File: src/rtl/hp_fifobank.sv
// hp_fifobank: NCHAN independent host-to-parasite FWFT FIFOs with a one-byte mode on channel R3_CHAN.
// Define HP_FIFOBANK_ERRFLAGS_EN to add sticky h_overflow / p_underflow outputs.
module hp_fifobank #(
  parameter int NCHAN   = 4,
  parameter int DEPTH   = 24,
  parameter int DW      = 8,
  parameter int R3_CHAN = 2
) (
  input  logic             h_phi2,
  input  logic             h_rst_b,
  input  logic             h_we_b,
  input  logic [NCHAN-1:0] h_selectData,
  input  logic [DW-1:0]    h_data,
  input  logic [NCHAN-1:0] p_selectData,
  input  logic             p_rdstb_b,
  input  logic             one_byte_mode,
  output logic [DW-1:0]    p_data,
  output logic [NCHAN-1:0] p_data_available,
  output logic             p_r3_two_bytes_available,
  output logic [NCHAN-1:0] h_full
`ifdef HP_FIFOBANK_ERRFLAGS_EN
  ,
  output logic [NCHAN-1:0] h_overflow,
  output logic [NCHAN-1:0] p_underflow
`endif
);
  localparam int CW = $clog2(DEPTH + 1);
  localparam int PW = (DEPTH > 1) ? $clog2(DEPTH) : 1;
  logic [DW-1:0]    heads [NCHAN];
  logic [NCHAN-1:0] two;
  for (genvar c = 0; c < NCHAN; c++) begin : g_ch
    logic [DW-1:0] mem [DEPTH];
    logic [PW-1:0] rp, wp;
    logic [CW-1:0] cnt;
    logic          push, pop;
    assign pop = !p_rdstb_b && p_selectData[c] && (cnt != '0);
    assign h_full[c] = ((c == R3_CHAN) && one_byte_mode) ? (cnt != '0) : (cnt == CW'(DEPTH));
    assign push = !h_we_b && h_selectData[c] && (!h_full[c] || pop);
    assign p_data_available[c] = (cnt != '0);
    assign two[c] = (cnt > CW'(1));
    // empty channels present zero so stale storage never leaks out after reset
    assign heads[c] = (cnt != '0) ? mem[rp] : '0;
    always_ff @(posedge h_phi2 or negedge h_rst_b)
      if (!h_rst_b) begin
        rp  <= '0;
        wp  <= '0;
        cnt <= '0;
      end else begin
        if (push) wp <= (wp == PW'(DEPTH - 1)) ? '0 : wp + 1'b1;
        if (pop) rp <= (rp == PW'(DEPTH - 1)) ? '0 : rp + 1'b1;
        cnt <= cnt + CW'(push) - CW'(pop);
      end
    always_ff @(posedge h_phi2)
      if (push) mem[wp] <= h_data;
`ifdef HP_FIFOBANK_ERRFLAGS_EN
    always_ff @(posedge h_phi2 or negedge h_rst_b)
      if (!h_rst_b) begin
        h_overflow[c]  <= 1'b0;
        p_underflow[c] <= 1'b0;
      end else begin
        if (!h_we_b && h_selectData[c] && h_full[c] && !pop) h_overflow[c] <= 1'b1;
        if (!p_rdstb_b && p_selectData[c] && (cnt == '0)) p_underflow[c] <= 1'b1;
      end
`endif
  end
  assign p_r3_two_bytes_available = two[R3_CHAN];
  always_comb begin
    p_data = '0;
    for (int i = NCHAN - 1; i >= 0; i--)
      if (p_selectData[i]) p_data = heads[i];
  end
endmodule

File: config.mk
export PLATFORM = sky130hd
export DESIGN_NAME = hp_fifobank
export DESIGN_NICKNAME = d
export VERILOG_FILES = /design/src/rtl/hp_fifobank.sv
export SDC_FILE = /design/constraint.sdc
export NUM_CORES = 1
export LEC_CHECK = 0
export CORE_AREA = 2 2 197 392
export CTS_BUF_LIST = sky130_fd_sc_hd__clkbuf_8
export CTS_CLUSTER_DIAMETER = 150
export CTS_CLUSTER_SIZE = 20
export DETAILED_ROUTE_END_ITERATION = 8
export DIE_AREA = 0 0 199 394
export DONT_BUFFER_PORTS = 1
export GPL_TIMING_DRIVEN = 1
export PLACE_DENSITY = 0.69
export SLEW_MARGIN = 0
export SYNTH_ARGS = -nofsm -noshare
export SYNTH_HDL_FRONTEND = slang
export SYNTH_SLANG_ARGS = --single-unit
File: constraint.sdc
create_clock -name h_phi2 -period 5.5 [get_ports h_phi2]
set_input_delay 0.275 -clock h_phi2 [delete_from_list [all_inputs] [get_ports h_phi2]]
set_output_delay 0.275 -clock h_phi2 [all_outputs]
set_load 0.03 [all_outputs]
==> impl_metrics.tcl, run 1 <==
set metrics [dict create \
    status "finished with violations" \
    violations "hold timing" \
    start_util 0.444 \
    cts_sinks 828 \
    fin_skew_ns 0.0343 \
    cts_hold_buf 21 \
    final_cell_mix "768 x edfxtp_1, 171 x nor2_1, 149 x mux4_2" \
    clockBufferDepth 3 \
    viasPerCell 5.68 \
    drt-initial-drc-count 1386 \
    fin_crit_sh 0.740 \
    hpwl_um 47600 \
    avgRoutedWirePerCell_um 24.7 \
    p_int_mw 10.1 \
    grt_pass1_wl_um 108000 \
    rr_worst_depth 12 \
    clk_latency_ns 0.67 \
    reg2reg_slack_ns 2.22 \
    max_freq_mhz 246 \
    yosys.area.top_type_share 0.686 \
    gr-usage-all-layers 0.185 \
    worstPathMaxFanout 29 \
    synthArstFlopShare 0.0725 \
    synthXorXnorAreaFrac 0.00599 \
    num_rows 143 \
    drive_gt1_frac 0.168 \
    r2r_start "g_ch[0].cnt[3]$_DFF_PN0_" \
    gp_congestion 0.895 \
    synth_top_family_by_area "multiplexers" \
    ant_nets 0 \
    cp-start-kind "register" \
    port_buffers 0 \
    cts_tree "done" \
    synthTopCellsByArea "edfxtp_1 69%, mux4_2 10%, dfrtp_1 4.5%" \
    cts_buffers 47 \
    hp-start "h_data[1]" \
    power_switching_mw 4.90 \
    r2r-end "g_ch[0].cnt[4]$_DFF_PN0_" \
    pin_count 38 \
    ys_warn_count 0 \
    drt-total-wl_um 71300 \
    antenna_found_initial 2 \
    comb_power_share 0.293 \
    post_cts_resized 0 \
    layout_min_cycle_time_ns 4.07 \
    area_growth_pct 6.49 \
    synthDistinctLibCells 63 \
    yosys.area_share.simple 0.0533 \
    crit_type "register to output port" \
    root_buffer "clkbuf_8" \
    synth_area_sq_um 33600 \
    cp_data_required_time_ns 5.22 \
    core-area_sq_um 75700 \
    power_density_nw_per_um2 418 \
    die_area_sq_um 78400 \
    relSlewSlack 0.230 \
    slew_viol_final 0 \
    synth_mux_area_frac 0.143 \
    tns_ns 0 \
    fp.dieH_um 394 \
    end_kind "output port" \
    grt_pass1_vias 17200 \
    rsz0062_at_grt "false" \
    post_cts_buffers 0 \
    setup_viol 0 \
    hold_viol_final 8 \
    drc_errors 0 \
    syn_area_per_cell_sq_um 18.4 \
    grt.overflow.total 0 \
    worst_pin_slew_ns 1.15 \
    synth_edf_count 768 \
    switching_share 0.327 \
    yosysSeqAreaShare 0.730 \
    pwr-share-seq 0.530 \
    ys_ff_latch 828 \
    yosys.area.top_type "edfxtp_1" \
    worstHoldEndpoint "g_ch[2].mem[12][1]$_DFFE_PP_" \
    min_path_type "input pin to register" \
    grt_max_degree 97 \
    hold-path-cell-count 1 \
    firstDrtPassIters 7 \
    final_common_cell "edfxtp_1" \
    clkSlewWorstSetupHoldPaths_ns 0.12 \
    cap_viol_max_count 0 \
    worstPathArrival_ns 3.80 \
    synth_nets 1898 \
    ir_drop_v 0.000232 \
    syn_inst 1826 \
    nets 1908 \
    die_w_um 199 \
    synth-main-ff-cell "edfxtp_1" \
    synth_compound_area_frac 0.0314 \
    whs_ns -0.0134 \
    synthAdderAreaFrac 0.0199 \
    leakage_nw 11.5 \
    vias 16400 \
    pwr-share-clk 0.177 \
    post-route-util 0.473 \
    h-tree-depth 2 \
]
==> worst max-delay path by stage <==
stage	startpoint	endpoint	slack (ns)	cells past startpoint
3_3_place_gp	g_ch[0].rp[1]$_DFFE_PN0P_	p_data[5]	2.06	6
2_1_floorplan	g_ch[1].cnt[3]$_DFF_PN0_	g_ch[1].cnt[4]$_DFF_PN0_	2.67	14
3_5_place_dp	g_ch[1].rp[0]$_DFFE_PN0P_	p_data[3]	2.04	6
6_report	g_ch[1].rp[0]$_DFFE_PN0P_	p_data[3]	1.43	6
4_1_cts	g_ch[0].rp[1]$_DFFE_PN0P_	p_data[5]	1.27	6
5_1_grt	g_ch[1].rp[0]$_DFFE_PN0P_	p_data[3]	1.18	6
==> power groups by stage <==
stage | Clock [mW] | Sequential [mW] | Combinational, mW
after floorplan | 0 | 7.57 | 3.58
after global placement | 0 | 8.05 | 4.18
after detailed placement | 0 | 8.08 | 4.28
after CTS | 2.72 | 7.94 | 4.43
after global routing | 2.92 | 8.02 | 4.72
final | 2.65 | 7.92 | 4.39
==> cell usage after synthesis, types with 4 or more instances <==
cell and n:
edfxtp_1 768, nor2_1 171, mux4_2 149, mux2_2 66
nand2_1 66, dfrtp_1 60, mux2i_1 54, o21ai_0 48
ha_1 47, inv_1 43, nand3_1 43, clkbuf_1 39
buf_2 22, a21oi_1 19, o22ai_1 16, xnor2_1 16
a221oi_1 14, a22oi_1 14, nand4_1 14, nor2b_1 14
nand3b_1 11, nor3_1 11, nand2b_1 10, a21o_1 9
a22o_1 9, a2111oi_2 7, or3b_2 7, xor2_1 7
mux4_1 6, or3_1 6, a31oi_1 4, and4_1 4
fa_1 4
==> kinds of logic after synthesis <==
group | Yosys count
flip-flops | 828
AND/OR/NAND/NOR | 378
multiplexers | 276
AO/OA/AOI/OAI | 153
buffers and inverters | 117
adder cells (fa/ha/maj) | 51
XOR/XNOR | 23
==> through the flow <==
stage	total power, mW	setup slack [ns]	hold slack [ns]	area (sq um)	instances
floorplan	11.2	2.67	-0.0206	33600	1826
global placement	12.2	2.06	-0.0174	34600	2781
detailed placement	12.4	2.04	-0.0169	34600	2781
CTS	15.1	1.27	0.00265	35800	2879
global route	15.7	1.18	0.00200	35800	2882
finish	15.0	1.43	-0.0134	35800	2885
==> flip-flops by register name, indices dropped and copies added, names as in the netlist <==
name / cells
g_ch.cnt: 20
g_ch.mem: 768
g_ch.rp: 20
g_ch.wp: 20
==> critical path, cell delays in order, from the launching register on <==
cell,delay [ns]
dfrtp_2,0.74
buf_4,0.55
mux4_2,0.60
o22ai_1,0.16
nor2_1,0.12
a2111oi_2,0.50
nand3_1,0.43
==> cell type report <==
| type | instances | area (sq um) |
|---|---|---|
| fillers | 6251 | 39900 |
| inverters | 43 | 161 |
| multi-input cells | 881 | 8530 |
| flip-flops and latches | 828 | 24600 |
| diodes | 6 | 15.0 |
| clock inverters | 28 | 118 |
| repair buffers | 35 | 473 |
| well taps | 1015 | 1270 |
| clock buffers | 49 | 674 |
==> per-layer routing <==
layer | vias up | wire (um) | GRT usage
met5 | - | 0 | 0
met4 | 0 | 3160 | 0.0782
met3 | 122 | 2820 | 0.0187
met2 | 419 | 40400 | 0.352
met1 | 8604 | 24800 | 0.206
li1 | 7235 | - | -
No activity file was read; power rests on OpenSTA's default activity.
==> run 2: changes to the inputs <==
PLACE_DENSITY = 0.71   (was 0.69)
clock period = 3.4 ns   (was 5.5 ns; I/O delays follow)
==> run 2 against run 1 <==
Net effect: the run now ends clean; setup slack got worse by 1.4 ns; highest routed layer unchanged; combinational power rose by 84%; hold slack improved by 0.081 ns; wire length rose by 1.7%; clock-buffer cell count did not move; critical path type unchanged; sequential power rose by 59%; total power rose by 67%; utilization rose by 1.5 points; critical endpoint is now p_data[2]; critical path depth rose by 2; cell count rose by 3.3%.
==> impl_metrics.tcl, run 2 (synthesized netlist as in run 1, its figures left out) <==
set metrics [dict create \
    status "complete, no violations" \
    ir_drop_v 0.000338 \
    cp-start-kind "register" \
    worstPathArrival_ns 3.20 \
    leakage_nw 12.1 \
    post-place-cells 2849 \
    gr-usage-all-layers 0.189 \
    avgRoutedWirePerCell_um 24.3 \
    fp.dieH_um 394 \
    viasPerCell 5.60 \
    nFillCells 6125 \
    hold_viol_final 0 \
    relSlewSlack 0.253 \
    largest_register_ffs 768 \
    worst_pin_slew_ns 1.12 \
    port_buffers 0 \
    hpwl_um 48200 \
    drive_gt1_frac 0.217 \
    clockBufferDepth 3 \
    cts_tree "done" \
    grt_pass1_vias 17600 \
    cpMostUsedCell "buf_6" \
    drt-total-wl_um 72500 \
    setup_viol 0 \
    path_cells "buf_12 > buf_6 > mux4_2 > a22oi_2 > nand3_2 > a2111oi_4 > nand3_1 > buf_6" \
    critPathTopFamily "compound AO/OA/AOI/OAI gates" \
    fin_crit_sh 0.992 \
    worstPathMaxFanout 5 \
    drt-initial-drc-count 1280 \
    firstDrtPassIters 5 \
    vias 16700 \
    grt.overflow.total 0 \
    h-tree-depth 2 \
    cap_viol_max_count 0 \
    max_freq_mhz 296 \
    fin_area_sq_um 36900 \
    slew_viol_final 0 \
    rsz0062_at_grt "true" \
    clk_latency_ns 0.66 \
    cts_buffers 47 \
    whs_ns 0.0681 \
    drc_errors 0 \
    pre_cts_slack_ns 0.324 \
    hp-start "h_selectData[0]" \
    end_kind "output port" \
    final_cell_mix "768 x edfxtp_1, 171 x nor2_1, 150 x mux4_2" \
    root_buffer "clkbuf_8" \
    layout_setup_ws_ns 0.0270 \
    grt_max_degree 97 \
    start_util 0.444 \
    cp_data_required_time_ns 3.23 \
    die_area_sq_um 78400 \
    tns_ns 0 \
    antenna_found_initial 2 \
    area_growth_pct 9.84 \
    cts_sinks 828 \
    path_depth 8 \
    stdcell_count 2979 \
    ant_nets 0 \
    rr_worst_depth 14 \
    grt_pass1_wl_um 109000 \
    min_path_type "input pin to register" \
    cp_slowest_cell "dfrtp_4" \
    crit_start "g_ch[1].rp[0]$_DFFE_PN0P_" \
    regArea_sq_um 24600 \
    nets 1996 \
    dpl_cell_area_sq_um 35200 \
    final_common_cell "edfxtp_1" \
    hold-path-cell-count 3 \
    crit_type "register to output port" \
    timing.critical_path.buf_inv 3 \
    fin_skew_ns 0.0356 \
    regMostFlops "g_ch.mem" \
    multiInputGateArea_sq_um 8770 \
    gp_congestion 0.849 \
    clkSlewWorstSetupHoldPaths_ns 0.13 \
    power_density_nw_per_um2 675 \
    r2r_start "g_ch[1].cnt[2]$_DFF_PN0_" \
    pin_count 38 \
    core-area_sq_um 75700 \
    num_rows 143 \
    die_w_um 199 \
    max_stage_delay_ns 0.53 \
    layout_min_cycle_time_ns 3.37 \
]
[run 2: where the power goes]
part           internal [mW]  switching (mW)  total [mW]
Combinational           3.74            4.35        8.09
Sequential              11.7           0.823        12.6
Clock                   1.37            2.91        4.28
Total                   16.9            8.08        24.9
[run 2: final timing paths]
path	to	slack, ns
max	p_data[2]	0.03
min	g_ch[0].cnt[1]$_DFF_PN0_	0.07
max reg2reg	g_ch[1].cnt[4]$_DFF_PN0_	0.45
min reg2reg	g_ch[0].cnt[0]$_DFF_PN0_	0.56
max in group asynchronous	g_ch[0].rp[0]$_DFFE_PN0P_	2.93
min in group asynchronous	g_ch[1].rp[1]$_DFFE_PN0P_	0.13
[run 2: area by class of cell]
class | count | share of cell area
diodes | 2 | 0.000135
clock buffers | 49 | 0.0183
clock inverters | 38 | 0.00420
inverters | 43 | 0.00437
multi-input cells | 881 | 0.237
flip-flops and latches | 828 | 0.665
well taps | 1015 | 0.0344
repair buffers | 123 | 0.0358
[run 2: repair_timing]
| action | CTS | global route |
|---|---|---|
| cloned | 1 | 0 |
| buffers inserted | 13 | 0 |
| pin swaps | 9 | 10 |
| hold endpoints to repair | 850 | 0 |
| setup endpoints to repair | 8 | 8 |
| hold buffers | 27 | 0 |
| gates resized for setup | 32 | 19 |
[run 2: layer usage]
metal  GRT usage  part of all wire
met1       0.200              0.34
met2       0.366              0.57
met3      0.0195             0.037
met4      0.0869             0.051
met5           0                 0
[run 2: worst reg2reg max path, cell delays in order, from the launching register on]
cell and delay, ns:
dfrtp_1 0.39, inv_1 0.09, ha_1 0.21, or4b_1 0.25, nor2b_1 0.49, nand2_1 0.19
o21ai_0 0.12, ha_1 0.20, inv_1 0.07, fa_1 0.44, inv_1 0.08, a21oi_1 0.07
nor2_1 0.09, nor2_1 0.06, xnor2_1 0.11
[run 2: metrics by stage]
step | util | total power, mW
final | 0.488 | 24.9
after global routing | 0.488 | 26.1
after CTS | 0.487 | 25.0
after detailed placement | 0.466 | 20.3
after global placement | 0.466 | 20.1
after floorplan | - | 18.1
==> run 3: changes to the inputs <==
ABC_AREA = 1   (was not set)
CORE_AREA = 2 2 202 402   (was 2 2 197 392)
DIE_AREA = 0 0 204 404   (was 0 0 199 394)
==> run 3 against run 2 <==
Net effect: die area increased by 5.1%; clock-buffer cell count unchanged; utilization decreased by 0.90 points; critical endpoint is now p_data[7]; setup slack improved by 0.13 ns; cell area increased by 2.8%; highest routed layer unchanged; hold slack got worse by 0.047 ns; total power increased by 8.0%; global-route usage increased by 1.3 points.
==> impl_metrics.tcl, run 3 <==
set metrics [dict create \
    status "complete, no violations" \
    syn_inst 3182 \
    final_common_cell "edfxtp_1" \
    worstPathArrival_ns 3.08 \
    grt_pass1_vias 22600 \
    vias 22800 \
    syn_area_per_cell_sq_um 11.1 \
    grt_pass1_wl_um 126000 \
    tns_ns 0 \
    core-area_sq_um 79300 \
    antenna_found_initial 3 \
    post_cts_buffers 0 \
    reg2reg_slack_ns 0.50 \
    cp_data_required_time_ns 3.23 \
    yosys.area.top_type "edfxtp_1" \
    synthArstFlopShare 0.0725 \
    firstDrtPassIters 7 \
    leakage_nw 14.2 \
    drive_gt1_frac 0.0528 \
    timing.critical_path.buf_inv 3 \
    synth_most_common_cell "edfxtp_1" \
    end_kind "output port" \
    avgRoutedWirePerCell_um 19.5 \
    port_buffers 0 \
    yosysSeqAreaShare 0.694 \
    viasPerCell 5.35 \
    clk_latency_ns 0.69 \
    num_rows 146 \
    synth_area_sq_um 35400 \
    die_area_sq_um 82400 \
    crit_type "register to output port" \
    whs_ns 0.0207 \
    path_cells "inv_8 > buf_12 > nand2_1 > nand3_1 > nand2_1 > nand2_1 > nand2_1 > o21ai_1 > nand2_1 > nand2_1 > nand2_1 > nand2_1 > nand2_1 > nand2_1 > nand2_1 > buf_12" \
    cp_slowest_cell "dfrtp_2" \
    clockBufferDepth 3 \
    hpwl_um 51600 \
    start_util 0.446 \
    post-route-util 0.479 \
    layout_min_cycle_time_ns 3.25 \
    fin_skew_ns 0.0287 \
    cts_sinks 828 \
    worstPathMaxFanout 35 \
    fp.dieH_um 404 \
    relSlewSlack 0.412 \
    r2r-end "g_ch[2].cnt[4]$_DFF_PN0_" \
    grt.overflow.total 0 \
    critPathTopFamily "simple AND/OR/NAND/NOR gates" \
    synth-main-ff-cell "edfxtp_1" \
    root_buffer "clkbuf_8" \
    max_freq_mhz 308 \
    cts_tree "done" \
    synthTopCellsByArea "edfxtp_1 65%, nand2_1 7.2%, nor2_1 4.8%" \
    die_w_um 204 \
    drt-total-wl_um 83200 \
    max_stage_delay_ns 0.52 \
    final_cell_mix "768 x edfxtp_1, 679 x nand2_1, 449 x nor2_1" \
    synth_edf_count 768 \
    rr_worst_depth 19 \
    synth_common_cells "768 x edfxtp_1, 679 x nand2_1, 451 x nor2_1, 278 x o21ai_0, 266 x inv_1" \
    synth_nets 3254 \
    crit_start "g_ch[3].rp[0]$_DFFE_PN0P_" \
    clkSlewWorstSetupHoldPaths_ns 0.13 \
    slew_viol_final 0 \
    h-tree-depth 2 \
    drt-initial-drc-count 1807 \
    area_growth_pct 7.34 \
    cap_viol_max_count 0 \
    ir_drop_v 0.000709 \
    grt_max_degree 99 \
    dpl_cell_area_sq_um 36700 \
    ys_warn_count 0 \
    pin_count 38 \
    synthDistinctLibCells 41 \
    gr-usage-all-layers 0.201 \
    cpMostUsedCell "nand2_1" \
    rsz0062_at_grt "false" \
    regMostFlops "g_ch.mem" \
    ant_nets 0 \
    yosys.area.top_type_share 0.652 \
    power_density_nw_per_um2 709 \
    largest_register_ffs 768 \
    min_path_type "input pin to async pin" \
    ys_ff_latch 828 \
    p_total_mw 26.9 \
    hold_viol_final 0 \
    fin_crit_sh 0.955 \
    setup_viol 0 \
    cts_buffers 47 \
    fin_area_sq_um 38000 \
    cp-start-kind "register" \
    worst_pin_slew_ns 0.879 \
    gp_congestion 0.881 \
    drc_errors 0 \
    nets 3252 \
    r2r_start "g_ch[2].cnt[2]$_DFF_PN0_" \
]
## run 3: repair_timing
action | CTS | global route
endpoints found under the hold margin | 848 | 0
setup endpoints to repair | 8 | 8
gates cloned | 0 | 1
hold buffers | 23 | 0
resized for setup | 4 | 15
## run 3: where the power goes
| part | switching, mW | internal, mW | total, mW |
|---|---|---|---|
| logic | 7.09 | 3.21 | 10.3 |
| clock network | 2.98 | 1.36 | 4.34 |
| registers | 0.547 | 11.7 | 12.3 |
| total | 10.6 | 16.3 | 26.9 |
## run 3: layout make-up
cell class                 instances  area, sq um
multi-input combinational       1923         8990
clock inverter                    38          155
fill                            7169        41300
clock buffer                      49          674
tap                             1036         1300
sequential                       828        24600
inverter                         286         1100
timing repair buffer              94         1190
antenna                            4         10.0
## run 3: kinds of logic (layout without fill, tap and decap cells)
| kind of cell | after synthesis | count (layout) | share of synthesized area |
|---|---|---|---|
| AOI/OAI and AO/OA | 487 | 487 | 0.0747 |
| xor gates and xnor gates | 25 | 25 | 0.00619 |
| adders and majority gates | 51 | 51 | 0.0189 |
| buffers and inverters | 431 | 467 | 0.0521 |
| DFF | 828 | 828 | 0.694 |
| other | 0 | 4 | 0 |
| and+or+nand+nor | 1360 | 1360 | 0.154 |
## run 3: how the worst max path moves through the flow
| stage | to | slack (ns) | cells past startpoint |
|---|---|---|---|
| after detailed placement | g_ch[2].cnt[4]$_DFF_PN0_ | 0.50 | 19 |
| after CTS | p_data[7] | 0.007 | 16 |
| after floorplan | g_ch[2].mem[7][0]$_DFFE_PP_ | 0.50 | 11 |
| after global routing | p_data[2] | 0.006 | 11 |
| final | p_data[7] | 0.15 | 16 |
| after global placement | g_ch[2].cnt[4]$_DFF_PN0_ | 0.48 | 19 |
## run 3: worst reg2reg max path: stages, from the launching register on
cell,delay (ns)
dfrtp_1,0.37
inv_1,0.08
ha_1,0.20
inv_1,0.06
nor2_1,0.05
nand3_2,0.09
nand2_1,0.07
inv_2,0.12
nand2_1,0.18
nand2_1,0.13
nand2_1,0.12
inv_2,0.15
nand2_1,0.07
nand2_1,0.06
ha_1,0.16
inv_1,0.06
fa_1,0.42
o21ai_0,0.18
a21oi_1,0.10
xor2_1,0.14
## run 3: per-layer routing
metal,share of wire,global-route usage,wire [um]
met2,0.54,0.385,45300
met5,0,0,0
met3,0.047,0.0190,3940
met4,0.064,0.121,5350
met1,0.34,0.209,28700
## run 3: per-stage QoR
step           setup slack (ns)  instances
3_3_place_gp              0.482       4143
2_1_floorplan             0.500       3182
6_report                  0.153       4258
4_1_cts                 0.00717       4253
5_1_grt                 0.00585       4255
3_5_place_dp              0.498       4143
